File: src/rtl/fir_coeff_update_ctrl_if.sv
// Host/config and coefficient-RAM signal bundle for the FIR coefficient update sequencer.
// The master side is the host (it drives the i* signals), and the slave side is the sequencer.
interface fir_coeff_update_ctrl_if #(
  parameter int COEFF_W = 16
);
  logic               iUpdateReq;
  logic [5:0]         iNumOfCoeffCfg;
  logic               iCoeffValid;
  logic [COEFF_W-1:0] iCoeffData;
  logic               oCoeffReady;
  logic               oEnSample_600k;
  logic               oCoeffiUpdateFlag;
  logic               oCsnRam;
  logic               oWrnRam;
  logic [3:0]         oAddrRam;
  logic [COEFF_W-1:0] oWrDtRam;
  logic [5:0]         oNumOfCoeff;
  logic               oBusy;
  logic               oDone;
  logic               oErr;

  modport master (
    output iUpdateReq, iNumOfCoeffCfg, iCoeffValid, iCoeffData,
    input  oCoeffReady, oEnSample_600k, oCoeffiUpdateFlag, oCsnRam, oWrnRam,
           oAddrRam, oWrDtRam, oNumOfCoeff, oBusy, oDone, oErr
  );

  modport slave (
    input  iUpdateReq, iNumOfCoeffCfg, iCoeffValid, iCoeffData,
    output oCoeffReady, oEnSample_600k, oCoeffiUpdateFlag, oCsnRam, oWrnRam,
           oAddrRam, oWrDtRam, oNumOfCoeff, oBusy, oDone, oErr
  );
endinterface

File: src/rtl/fir_coeff_update_ctrl.sv
// Reloads the FIR coefficient banks from a tap stream, zero-fills unused slots,
// and produces the 600 kHz sample strobe, which stays masked while a reload is in progress.
module fir_coeff_update_ctrl #(
  parameter int DIV        = 20,
  parameter int COEFF_W    = 16,
  parameter int BANK_DEPTH = 10,
  parameter int NUM_SLOT   = 40
) (
  input logic                 iClk_12M,
  input logic                 iRst,
  fir_coeff_update_ctrl_if.slave bus
);
  localparam int               CNT_W     = $clog2(DIV);
  localparam logic [CNT_W-1:0] CNT_LAST  = CNT_W'(DIV - 1);
  localparam logic [5:0]       MAX_N     = 6'(NUM_SLOT);
  localparam logic [5:0]       LAST_SLOT = 6'(NUM_SLOT - 1);
  localparam logic [3:0]       LAST_ADDR = 4'(BANK_DEPTH);

  typedef enum logic [1:0] {IDLE, LOAD, FILL, DONE} state_t;

  state_t             state;
  state_t             state_next;
  logic [5:0]         n_reg;
  logic [5:0]         slot;
  logic [3:0]         addr_cnt;
  logic [CNT_W-1:0]   sample_cnt;
  logic               busy_q;
  logic               done_q;
  logic               err_q;
  logic               csn_q;
  logic               wrn_q;
  logic [3:0]         addr_q;
  logic [5:0]         num_q;
  logic [COEFF_W-1:0] data_q;
  logic               req_ok;
  logic               req_bad;
  logic               handshake;
  logic               last_tap;
  logic               ready;
  logic               wr_en;
  logic [COEFF_W-1:0] wr_data;

  assign req_ok    = bus.iUpdateReq && (bus.iNumOfCoeffCfg != 6'd0) &&
                     (bus.iNumOfCoeffCfg <= MAX_N);
  assign req_bad   = bus.iUpdateReq && !req_ok;
  assign handshake = bus.iCoeffValid && ready;
  assign last_tap  = (slot == n_reg - 6'd1);

  always_ff @(posedge iClk_12M) begin
    if (iRst) state <= IDLE;
    else      state <= state_next;
  end

  always_comb begin
    state_next = state;
    case (state)
      IDLE: if (req_ok) state_next = LOAD;
      LOAD: if (handshake && last_tap) state_next = (n_reg == MAX_N) ? DONE : FILL;
      FILL: if (slot == LAST_SLOT) state_next = DONE;
      DONE: state_next = IDLE;
      default: state_next = IDLE;
    endcase
  end

  always_comb begin
    ready   = 1'b0;
    wr_en   = 1'b0;
    wr_data = '0;
    case (state)
      LOAD: begin
        ready   = 1'b1;
        wr_en   = bus.iCoeffValid;
        wr_data = bus.iCoeffData;
      end
      FILL: wr_en = 1'b1;
      default: ;
    endcase
  end

  // All RAM-side outputs are registered, so every write and the DONE pulse appear one cycle after they are decided.
  always_ff @(posedge iClk_12M) begin
    if (iRst) begin
      n_reg      <= '0;
      slot       <= '0;
      addr_cnt   <= 4'd1;
      sample_cnt <= '0;
      busy_q     <= 1'b0;
      done_q     <= 1'b0;
      err_q      <= 1'b0;
      csn_q      <= 1'b1;
      wrn_q      <= 1'b1;
      addr_q     <= '0;
      num_q      <= '0;
      data_q     <= '0;
    end else begin
      csn_q  <= ~wr_en;
      wrn_q  <= ~wr_en;
      busy_q <= (state_next != IDLE);
      done_q <= (state == DONE);
      err_q  <= (state == IDLE) && req_bad;
      if (wr_en) begin
        addr_q   <= addr_cnt;
        num_q    <= slot;
        data_q   <= wr_data;
        slot     <= slot + 6'd1;
        addr_cnt <= (addr_cnt == LAST_ADDR) ? 4'd1 : addr_cnt + 4'd1;
      end
      if (state == IDLE && req_ok) begin
        n_reg    <= bus.iNumOfCoeffCfg;
        slot     <= '0;
        addr_cnt <= 4'd1;
        num_q    <= '0;
      end
      if (state == DONE) num_q <= n_reg;
      // Restart on the visible DONE cycle so the first strobe lands exactly DIV cycles later.
      if (done_q || sample_cnt == CNT_LAST) sample_cnt <= '0;
      else                                  sample_cnt <= sample_cnt + 1'b1;
    end
  end

  assign bus.oCoeffReady       = ready;
  assign bus.oEnSample_600k    = (sample_cnt == CNT_LAST) && !busy_q && !done_q;
  assign bus.oCoeffiUpdateFlag = busy_q;
  assign bus.oBusy             = busy_q;
  assign bus.oDone             = done_q;
  assign bus.oErr              = err_q;
  assign bus.oCsnRam           = csn_q;
  assign bus.oWrnRam           = wrn_q;
  assign bus.oAddrRam          = addr_q;
  assign bus.oWrDtRam          = data_q;
  assign bus.oNumOfCoeff       = num_q;
endmodule

File: src/flat_wrapper.sv
// flat-port wrapper written by rule: the top's interface ports become plain ports
module fir_coeff_update_ctrl_flat 
#(
  parameter int DIV        = 20,
  parameter int COEFF_W    = 16,
  parameter int BANK_DEPTH = 10,
  parameter int NUM_SLOT   = 40
)
  (iClk_12M, iRst, bus_iUpdateReq, bus_iNumOfCoeffCfg, bus_iCoeffValid, bus_iCoeffData, bus_oCoeffReady, bus_oEnSample_600k, bus_oCoeffiUpdateFlag, bus_oCsnRam, bus_oWrnRam, bus_oAddrRam, bus_oWrDtRam, bus_oNumOfCoeff, bus_oBusy, bus_oDone, bus_oErr);
  fir_coeff_update_ctrl_if #(.COEFF_W(COEFF_W)) bus_i ();
  input logic iClk_12M;
  input logic iRst;
  input wire logic [$bits(bus_i.iUpdateReq)-1:0] bus_iUpdateReq;
  input wire logic [$bits(bus_i.iNumOfCoeffCfg)-1:0] bus_iNumOfCoeffCfg;
  input wire logic [$bits(bus_i.iCoeffValid)-1:0] bus_iCoeffValid;
  input wire logic [$bits(bus_i.iCoeffData)-1:0] bus_iCoeffData;
  output wire logic [$bits(bus_i.oCoeffReady)-1:0] bus_oCoeffReady;
  output wire logic [$bits(bus_i.oEnSample_600k)-1:0] bus_oEnSample_600k;
  output wire logic [$bits(bus_i.oCoeffiUpdateFlag)-1:0] bus_oCoeffiUpdateFlag;
  output wire logic [$bits(bus_i.oCsnRam)-1:0] bus_oCsnRam;
  output wire logic [$bits(bus_i.oWrnRam)-1:0] bus_oWrnRam;
  output wire logic [$bits(bus_i.oAddrRam)-1:0] bus_oAddrRam;
  output wire logic [$bits(bus_i.oWrDtRam)-1:0] bus_oWrDtRam;
  output wire logic [$bits(bus_i.oNumOfCoeff)-1:0] bus_oNumOfCoeff;
  output wire logic [$bits(bus_i.oBusy)-1:0] bus_oBusy;
  output wire logic [$bits(bus_i.oDone)-1:0] bus_oDone;
  output wire logic [$bits(bus_i.oErr)-1:0] bus_oErr;
  assign bus_i.iUpdateReq = bus_iUpdateReq;
  assign bus_i.iNumOfCoeffCfg = bus_iNumOfCoeffCfg;
  assign bus_i.iCoeffValid = bus_iCoeffValid;
  assign bus_i.iCoeffData = bus_iCoeffData;
  assign bus_oCoeffReady = bus_i.oCoeffReady;
  assign bus_oEnSample_600k = bus_i.oEnSample_600k;
  assign bus_oCoeffiUpdateFlag = bus_i.oCoeffiUpdateFlag;
  assign bus_oCsnRam = bus_i.oCsnRam;
  assign bus_oWrnRam = bus_i.oWrnRam;
  assign bus_oAddrRam = bus_i.oAddrRam;
  assign bus_oWrDtRam = bus_i.oWrDtRam;
  assign bus_oNumOfCoeff = bus_i.oNumOfCoeff;
  assign bus_oBusy = bus_i.oBusy;
  assign bus_oDone = bus_i.oDone;
  assign bus_oErr = bus_i.oErr;
  fir_coeff_update_ctrl #(.DIV(DIV), .COEFF_W(COEFF_W), .BANK_DEPTH(BANK_DEPTH), .NUM_SLOT(NUM_SLOT)) u_core (.iClk_12M(iClk_12M), .iRst(iRst), .bus(bus_i));
endmodule
File: config.mk
export PLATFORM = sky130hd
export DESIGN_NAME = fir_coeff_update_ctrl_flat
export DESIGN_NICKNAME = d
export VERILOG_FILES = /design/src/rtl/fir_coeff_update_ctrl_if.sv /design/src/rtl/fir_coeff_update_ctrl.sv /design/src/flat_wrapper.sv
export SDC_FILE = /design/constraint.sdc
export NUM_CORES = 1
export LEC_CHECK = 0
export CORE_ASPECT_RATIO = 1.25
export CORE_MARGIN = 1.5
export CORE_UTILIZATION = 40
export CTS_CLUSTER_DIAMETER = 120
export DETAILED_ROUTE_END_ITERATION = 10
export PLACE_DENSITY = 0.68
export SLEW_MARGIN = 15
export SYNTH_ARGS = -nofsm -noshare
export SYNTH_HDL_FRONTEND = slang
export SYNTH_SLANG_ARGS = --single-unit
File: constraint.sdc
create_clock -name iClk_12M -period 2.2 [get_ports iClk_12M]
set_input_delay 0.44 -clock iClk_12M [delete_from_list [all_inputs] [get_ports iClk_12M]]
set_output_delay 0.44 -clock iClk_12M [all_outputs]
set_load 0.05 [all_outputs]
[After elaboration in Yosys (flattened, before gate mapping)]
Index checks and enable logic that the tools add are counted.
Operators by class
  $add $sub $neg: 4
  magnitude comparators: 1
  eq/ne operators: 8
  multiplexer cells: 12
  bitwise logic cells: 1
  reductions and logical operators: 19
Operators with widths (number)
  two-way mux 6 bit: 3
  two-way mux 16 bit: 1
  == test 6 bit (second input constant): 2
  logical AND 1 bit: 9
  case mux 2 bit (4 select lines): 1
  adder 6 x 1 -> 6 bit (second input constant): 1
  == test 6 bit: 1
  less-or-equal comparator 6 bit (second input constant): 1
  two-way mux 2 bit: 3
  nonzero test 6 bit: 1
  subtractor 6 x 1 -> 6 bit (second input constant): 1
  adder 5 x 1 -> 5 bit (second input constant): 1
  == test 5 bit (second input constant): 1
  adder 4 x 1 -> 4 bit (second input constant): 1
  == test 2 bit (second input constant): 2
  == test 4 bit (second input constant): 1
  two-way mux 4 bit: 1
  OR reduction 2 bit: 2
  zero test 1 bit: 3
  nonzero test 3 bit: 1
  == test 2 x 1 -> 1 bit (second input constant): 1
  zero test 2 bit: 1
  two-way mux 1 bit: 2
  case mux 1 bit (2 select lines): 1
  other kinds (3): 3
Storage, ports and cells
  bits in registers: 53
  input bits: 26
  output and inout bits: 34
  logic and storage cells: 57

[Longest topological paths before layout]
Gate-level depths: netlist (run 1).
  word-level depth: 7
  depth in mapped cells: 9
  mapped depth without buffers: 8

[Least setup slack after synthesis (run 1)]
No wires, ideal clock.
  path kind: register to output
  start: register u_core.sample_cnt[0]
  end: output port bus_oEnSample_600k
  arrival time: 1.893 ns
  path slack: -0.133 ns
  cell stages (with the launch flop): 5
  path through: dfxtp_1 -> ha_1 -> nand2_1 -> nor3_1 -> nor3b_1
Between the ends
  cells in the longest elaborated chain, start to end: 3
RTL lines
  from (decl): line fir_coeff_update_ctrl.sv:26  | logic [CNT_W-1:0] sample_cnt;
  from (signal assigned): line fir_coeff_update_ctrl.sv:117  | else sample_cnt <= sample_cnt + 1'b1;
  == test 5 bit: line fir_coeff_update_ctrl.sv:122  | assign bus.oEnSample_600k = (sample_cnt == CNT_LAST) && !busy_q && !done_q;
  logical AND 1 bit (2 in series): line fir_coeff_update_ctrl.sv:122
  to (decl): line flat_wrapper.sv:18  | output wire logic [$bits(bus_i.oEnSample_600k)-1:0] bus_oEnSample_600k;
Every way passes these cells.

[Final worst setup path (run 1)]
Same ends and word-level chain as after synthesis.

==> results of run 1 <==
==> logic make-up (layout without fill, tap and decap cells) <==
| kind of cell | count (synthesis) | in the layout | synth area share, % |
|---|---|---|---|
| compound gates | 49 | 49 | 14.9 |
| mux | 13 | 13 | 5.74 |
| buf+inv | 21 | 83 | 4.36 |
| simple gates | 84 | 84 | 18.5 |
| xor+xnor | 15 | 15 | 5.79 |
| fa+ha+maj | 7 | 7 | 3.86 |
| flops | 53 | 53 | 46.8 |
==> per-stage QoR <==
step	utilization [%]	area [um^2]
floorplan	-	2270
global placement	54.4	2960
detailed placement	54.4	2960
CTS	56.0	3050
global route	56.0	3050
finish	56.0	3050
==> power breakdown <==
| group | total [mW] | internal, mW | leakage, nW | switching (mW) |
|---|---|---|---|---|
| combinational | 0.287 | 0.139 | 0.724 | 0.148 |
| clock | 0.531 | 0.226 | 0.0385 | 0.306 |
| sequential | 1.01 | 0.982 | 0.429 | 0.0274 |
==> worst paths after layout <==
check / from / end / slack [ns] / depth (start not counted)
setup / recovery: u_core.sample_cnt[0] / bus_oEnSample_600k / 0.22 / 5
hold / removal: u_core.sample_cnt[0] / u_core.sample_cnt[0] / 0.46 / 1
setup reg to reg: u_core.n_reg[0] / u_core.bus.oBusy / 0.30 / 8
hold reg to reg: u_core.sample_cnt[0] / u_core.sample_cnt[0] / 0.46 / 1
==> routing by layer <==
layer | global-route usage, % | vias up
met5 | 0 | -
met4 | 5.77 | 0
met3 | 4.28 | 7
met2 | 27.6 | 58
met1 | 21.4 | 869
li1 | - | 961
==> cells in the final DEF, fill, tap and decap left out, types with 2 or more instances in the layout <==
| cell type | count |
|---|---|
| a22o_1 | 16 |
| buf_4 | 10 |
| and2_1 | 5 |
| clkbuf_1 | 2 |
| xnor2_1 | 7 |
| ha_1 | 7 |
| o21ai_0 | 8 |
| xor2_1 | 8 |
| a31oi_1 | 2 |
| nand2_1 | 15 |
| a21oi_1 | 13 |
| inv_1 | 6 |
| clkbuf_8 | 5 |
| nor2b_1 | 3 |
| clkdlybuf4s50_1 | 57 |
| nor3_1 | 11 |
| nand4_1 | 3 |
| nand3_1 | 2 |
| buf_12 | 2 |
| nand2b_1 | 2 |
| mux2i_1 | 13 |
| dfxtp_1 | 53 |
| nor2_1 | 32 |
| or3_1 | 2 |
==> layout make-up <==
cell class / instances / area share [%]
Inverter: 6 / 0.739
Tap cell: 64 / 2.63
Timing Repair Buffer: 69 / 22.5
Multi-Input combinational cell: 168 / 36.6
Sequential cell: 53 / 34.8
Clock buffer: 7 / 2.51
Clock inverter: 1 / 0.246
==> reports/results.ini, run 1 <==
[sta]
relSlewSlack_pct=65.9
finClkSkew_ns=0.0116
hold-worst-slack_ns=0.456
rsz0062_at_grt=no
maxSlewViolCount=0
layout_setup_ws_ns=0.215
finalSetupViolCount=0
period_minus_slack_ns=1.98
tns_ns=0
worst_pin_slew_ns=0.510
finalCritPeriodShare_pct=90.2
hold_violations=0
clock.fmax_mhz=504

[run]
maxCapViolCount=0

[clock_network]
cts_sinks=53
cts_tree=yes
cts_hold_buffers=0
clock_tree.root_cell=clkbuf_8
path_clk_slew_ns=0.09
htree_levels=2
cts_made_buffers=5
post-cts-setup-buffers=0
cts_buffer_depth=2
worstSkewPairLatency_ns=0.31
cts-resized-gates=0

[die]
row_count=30
start_util_pct=41.7
die_w_um=70.4
fp.coreArea_um2=5440
ioPinCount=60
dieArea_um2=6130
die_y_um=87.2

[placement]
hpwl_um=3600
port_buffers=59
place.gp.congestion=0.835
place_ws_ns=-0.0328
dpl.cell_count=360

[status]
status=completed

[synth]
ys_ff_latch=53
async_flop_share_pct=0
synth.avg_cell_area_um2=9.37
yosysTopAreaCellShare_pct=46.8
ys.flop_type=dfxtp_1
ys_top_cells_by_count=dfxtp_1, nor2_1, a22o_1
yosysSeqAreaShare_pct=46.8
synth_most_common_cell=dfxtp_1
synth_edf_count=0
synth_area_um2=2270
ys_warn_count=0
syn_nets=275
ys_types=40
yosysTopAreaCell=dfxtp_1
synth_area_leaders=dfxtp_1, a22o_1, mux2i_1, nor2_1, ha_1
syn-instance-count=242

[layout]
final_net_count=336
syn2layout_area_growth_pct=34.3
seqCellArea_um2=1060
multi_input_area_um2=1110
largest_reg_flops=16
drive_gt1_share_pct=7.57
antenna_cells=0
final_cell_count_no_fill=368
nFillCells=494

[route]
drc=0
route.met2.wl_um=2270
wl_met1_um=2190
wl_per_cell_um=13.1
routed_wl_um=4820
wl_met3_um=277
top_layer_used=met4
firstDrtPassIters=4
via_per_inst=5.15
drt_iter0_drc=108
antenna_left=0
vias=1895

[global_routing]
gr-total-overflow=0
track_usage_pct=16.8
grt_pass1_wl_um=8270
antenna_found_initial=0
grt_max_degree=17
first_global_vias=1743

[pwr]
power.density_nw_per_um2=600
power.leakage_nw=1.19
vdd_drop_max_mv=0.330
p_total_mw=1.83

[critical_path]
crit_slowest_cell=dfxtp_1
arrival_ns=1.54
cp_data_required_time_ns=1.76
endpoint_kind=output port
worstPathBufferInverterCount=1
crit_fanout=3
path_delay_family=simple AND/OR/NAND/NOR gates
critPathMaxStageDelay_ns=0.36
path_cells=ha_1 -> nand2_1 -> nor3_1 -> nor3b_2 -> buf_12
start_kind=register
crit_type=reg2out

[worst_hold_path]
hold_path_class=reg2reg

Note: power is estimated with default switching activity, not from simulation.
==> run 2: changes to the inputs <==
==> constraint.sdc (replaced) <==
create_clock -name iClk_12M -period 2.2 [get_ports iClk_12M]
set_input_delay 0.33 -clock iClk_12M [delete_from_list [all_inputs] [get_ports iClk_12M]]
set_output_delay 0.33 -clock iClk_12M [all_outputs]
set_load 0.05 [all_outputs]
==> run 2 against run 1 <==
  * Non-clock buffer count is 1 lower
  * Clock skew decreased by 0.0097 ns
  * Via count grew 0.26%
  * Sequential power about the same
  * Sequential cell count is the same
  * Final cell count shrank 0.27%
  * Die area unchanged
  * Clock power is 5.3% higher
==> reports/results.ini, run 2 (synthesis gave the netlist of run 1 again) <==
[pwr]
vdd_drop_max_mv=0.421  ; was 0.330 mV
power.leakage_nw=1.20  ; was 1.19 nW
power.density_nw_per_um2=610  ; was 600 nW/um^2

[layout]
syn2layout_area_growth_pct=34.2  ; was 34.3%
largest_reg_flops=16  ; unchanged
multi_input_area_um2=1120  ; was 1110 um^2
seqCellArea_um2=1060  ; unchanged
nFillCells=506  ; was 494
layout_common_cells=clkdlybuf4s50_1, dfxtp_1, nor2_1, a22o_1, nand2_1  ; unchanged
antenna_cells=0  ; unchanged
final_net_count=335  ; was 336
drive_gt1_share_pct=8.58  ; was 7.57%
final_cell_count_no_fill=367  ; was 368
layout_commonest_cell=clkdlybuf4s50_1  ; unchanged

[die]
ioPinCount=60  ; unchanged
row_count=30  ; unchanged
fp.coreArea_um2=5440  ; unchanged
start_util_pct=41.7  ; unchanged
die_w_um=70.4  ; unchanged
dieArea_um2=6130  ; unchanged
die_y_um=87.2  ; unchanged

[route]
routed_wl_um=5000  ; was 4820 um
wl_per_cell_um=13.6  ; was 13.1 um
vias=1900  ; was 1895
firstDrtPassIters=4  ; unchanged
via_per_inst=5.18  ; was 5.15
drt_iter0_drc=80  ; was 108
antenna_left=0  ; unchanged
drc=0  ; unchanged

[global_routing]
first_global_vias=1783  ; was 1743
track_usage_pct=16.8  ; about the same
grt_pass1_wl_um=8280  ; was 8270 um
grt_max_degree=17  ; unchanged
gr-total-overflow=0  ; unchanged
antenna_found_initial=0  ; unchanged

[placement]
port_buffers=59  ; unchanged
place_ws_ns=-0.121  ; was -0.0328 ns
hpwl_um=3760  ; was 3600 um
place.gp.congestion=0.871  ; was 0.835
dpl.cell_count=359  ; was 360

[worst_hold_path]
whs_path_depth=1  ; unchanged
hold_path_class=reg2reg  ; unchanged
holdPathEnd=u_core.sample_cnt[0]  ; unchanged
holdCritStartpoint=u_core.sample_cnt[0]  ; unchanged

[clock_network]
htree_levels=2  ; unchanged
cts_buffer_depth=2  ; unchanged
cts_tree=yes  ; unchanged
path_clk_slew_ns=0.09  ; about the same
cts_hold_buffers=0  ; unchanged
cts_made_buffers=5  ; unchanged
cts_sinks=53  ; unchanged
clock_tree.root_cell=clkbuf_8  ; unchanged
worstSkewPairLatency_ns=0.30  ; was 0.31 ns

[critical_path]
cp_data_required_time_ns=2.39  ; was 1.76 ns
reg2reg_depth=8  ; unchanged
cp-startpoint=u_core.n_reg[0]  ; was u_core.sample_cnt[0]
ff2ff_setup_slack_ns=0.23  ; was 0.30 ns
start_kind=register  ; unchanged
arrival_ns=2.16  ; was 1.54 ns
timing.rr.end=u_core.bus.oBusy  ; unchanged
crit_fanout=5  ; was 3
endpoint_kind=register  ; was output port
crit_type=reg2reg  ; was reg2out
rr_startpoint=u_core.n_reg[0]  ; unchanged

[status]
status=completed  ; unchanged

[sta]
clock.fmax_mhz=506  ; was 504 MHz
period_minus_slack_ns=1.97  ; was 1.98 ns
finClkSkew_ns=0.00193  ; was 0.0116 ns
maxSlewViolCount=0  ; unchanged
worst_pin_slew_ns=0.659  ; was 0.510 ns
rsz0062_at_grt=no  ; unchanged
finalCritPeriodShare_pct=89.8  ; was 90.2%
hold-worst-slack_ns=0.453  ; was 0.456 ns
relSlewSlack_pct=56.0  ; was 65.9%
hold_violations=0  ; unchanged
layout_setup_ws_ns=0.225  ; was 0.215 ns
finalSetupViolCount=0  ; unchanged
tns_ns=0  ; unchanged

[run]
maxCapViolCount=0  ; unchanged

run 2: changes by cell type in the layout (fill, tap and decap cells not counted):
cell	before	now
clkinvlp_4	1	0
clkbuf_1	2	0
clkinv_4	0	1
clkbuf_8	5	6
nor2_1	32	30
clkinv_2	0	1
buf_12	2	1
nor2_2	0	2
run 2: metal layers:
metal	vias to the layer above	GRT usage, %	part of all wire, %
li1	961	-	-
met1	880	20.9	46
met2	53	28.5	48
met3	6	4.75	5.9
met4	0	4.72	0.90
met5	-	0	0
run 2: report_power, final:
group,internal (mW),switching (mW)
combinational,0.140,0.151
sequential,0.982,0.0269
clock,0.255,0.303
run 2: worst max path at each step:
stage                                         end  slack (ns)
after floorplan                    u_core.slot[5]        0.01
after global placement    u_core.bus.oWrDtRam[10]      0.0009
after detailed placement  u_core.bus.oWrDtRam[10]       -0.12
after CTS                 u_core.bus.oWrDtRam[10]        0.07
after global routing               u_core.slot[5]        0.06
final                            u_core.bus.oBusy        0.23
run 2: what timing repair did:
| action | 4_1_cts | 5_1_grt |
|---|---|---|
| resized for setup | 1 | 1 |
| pin swaps | 0 | 0 |
| setup buffers | 0 | 0 |
| endpoints found under the setup margin | 2 | 16 |
run 2: layout make-up:
class	count	share of cell area, %
Clock buffer	6	2.71
Inverter	6	0.740
Timing Repair Buffer	68	21.9
Tap cell	64	2.63
Clock inverter	2	0.452
Multi-Input combinational cell	168	36.7
Sequential cell	53	34.9
run 2: through the flow:
stage | util (%) | total power [mW] | instance area, um^2
after detailed placement | 54.1 | 1.32 | 2940
after global placement | 54.1 | 1.32 | 2940
after CTS | 55.9 | 1.89 | 3040
final | 55.9 | 1.86 | 3040
after floorplan | - | 1.21 | 2270
after global routing | 55.9 | 1.96 | 3040
run 2: critical path, cell delays in order (launching register included):
cell and delay [ns]:
dfxtp_1 0.46, inv_1 0.07, ha_1 0.23, and2_1 0.18, a211o_1 0.28, a31oi_1 0.18
nor3_2 0.08, o31ai_1 0.27, o2bb2ai_1 0.12
==> run 3: changes to the inputs <==
--- a/config.mk
+++ b/config.mk
@@ -5,13 +5,14 @@
 export SDC_FILE = /design/constraint.sdc
 export NUM_CORES = 1
 export LEC_CHECK = 0
+export CAP_MARGIN = 20
 export CORE_ASPECT_RATIO = 1.25
 export CORE_MARGIN = 1.5
 export CORE_UTILIZATION = 40
 export CTS_CLUSTER_DIAMETER = 120
 export DETAILED_ROUTE_END_ITERATION = 10
 export PLACE_DENSITY = 0.68
-export SLEW_MARGIN = 15
 export SYNTH_ARGS = -nofsm -noshare
 export SYNTH_HDL_FRONTEND = slang
 export SYNTH_SLANG_ARGS = --single-unit
+export TNS_END_PERCENT = 5
==> results of run 3 <==
No change in the layout: final DEF, timing and power equal those of run 2.
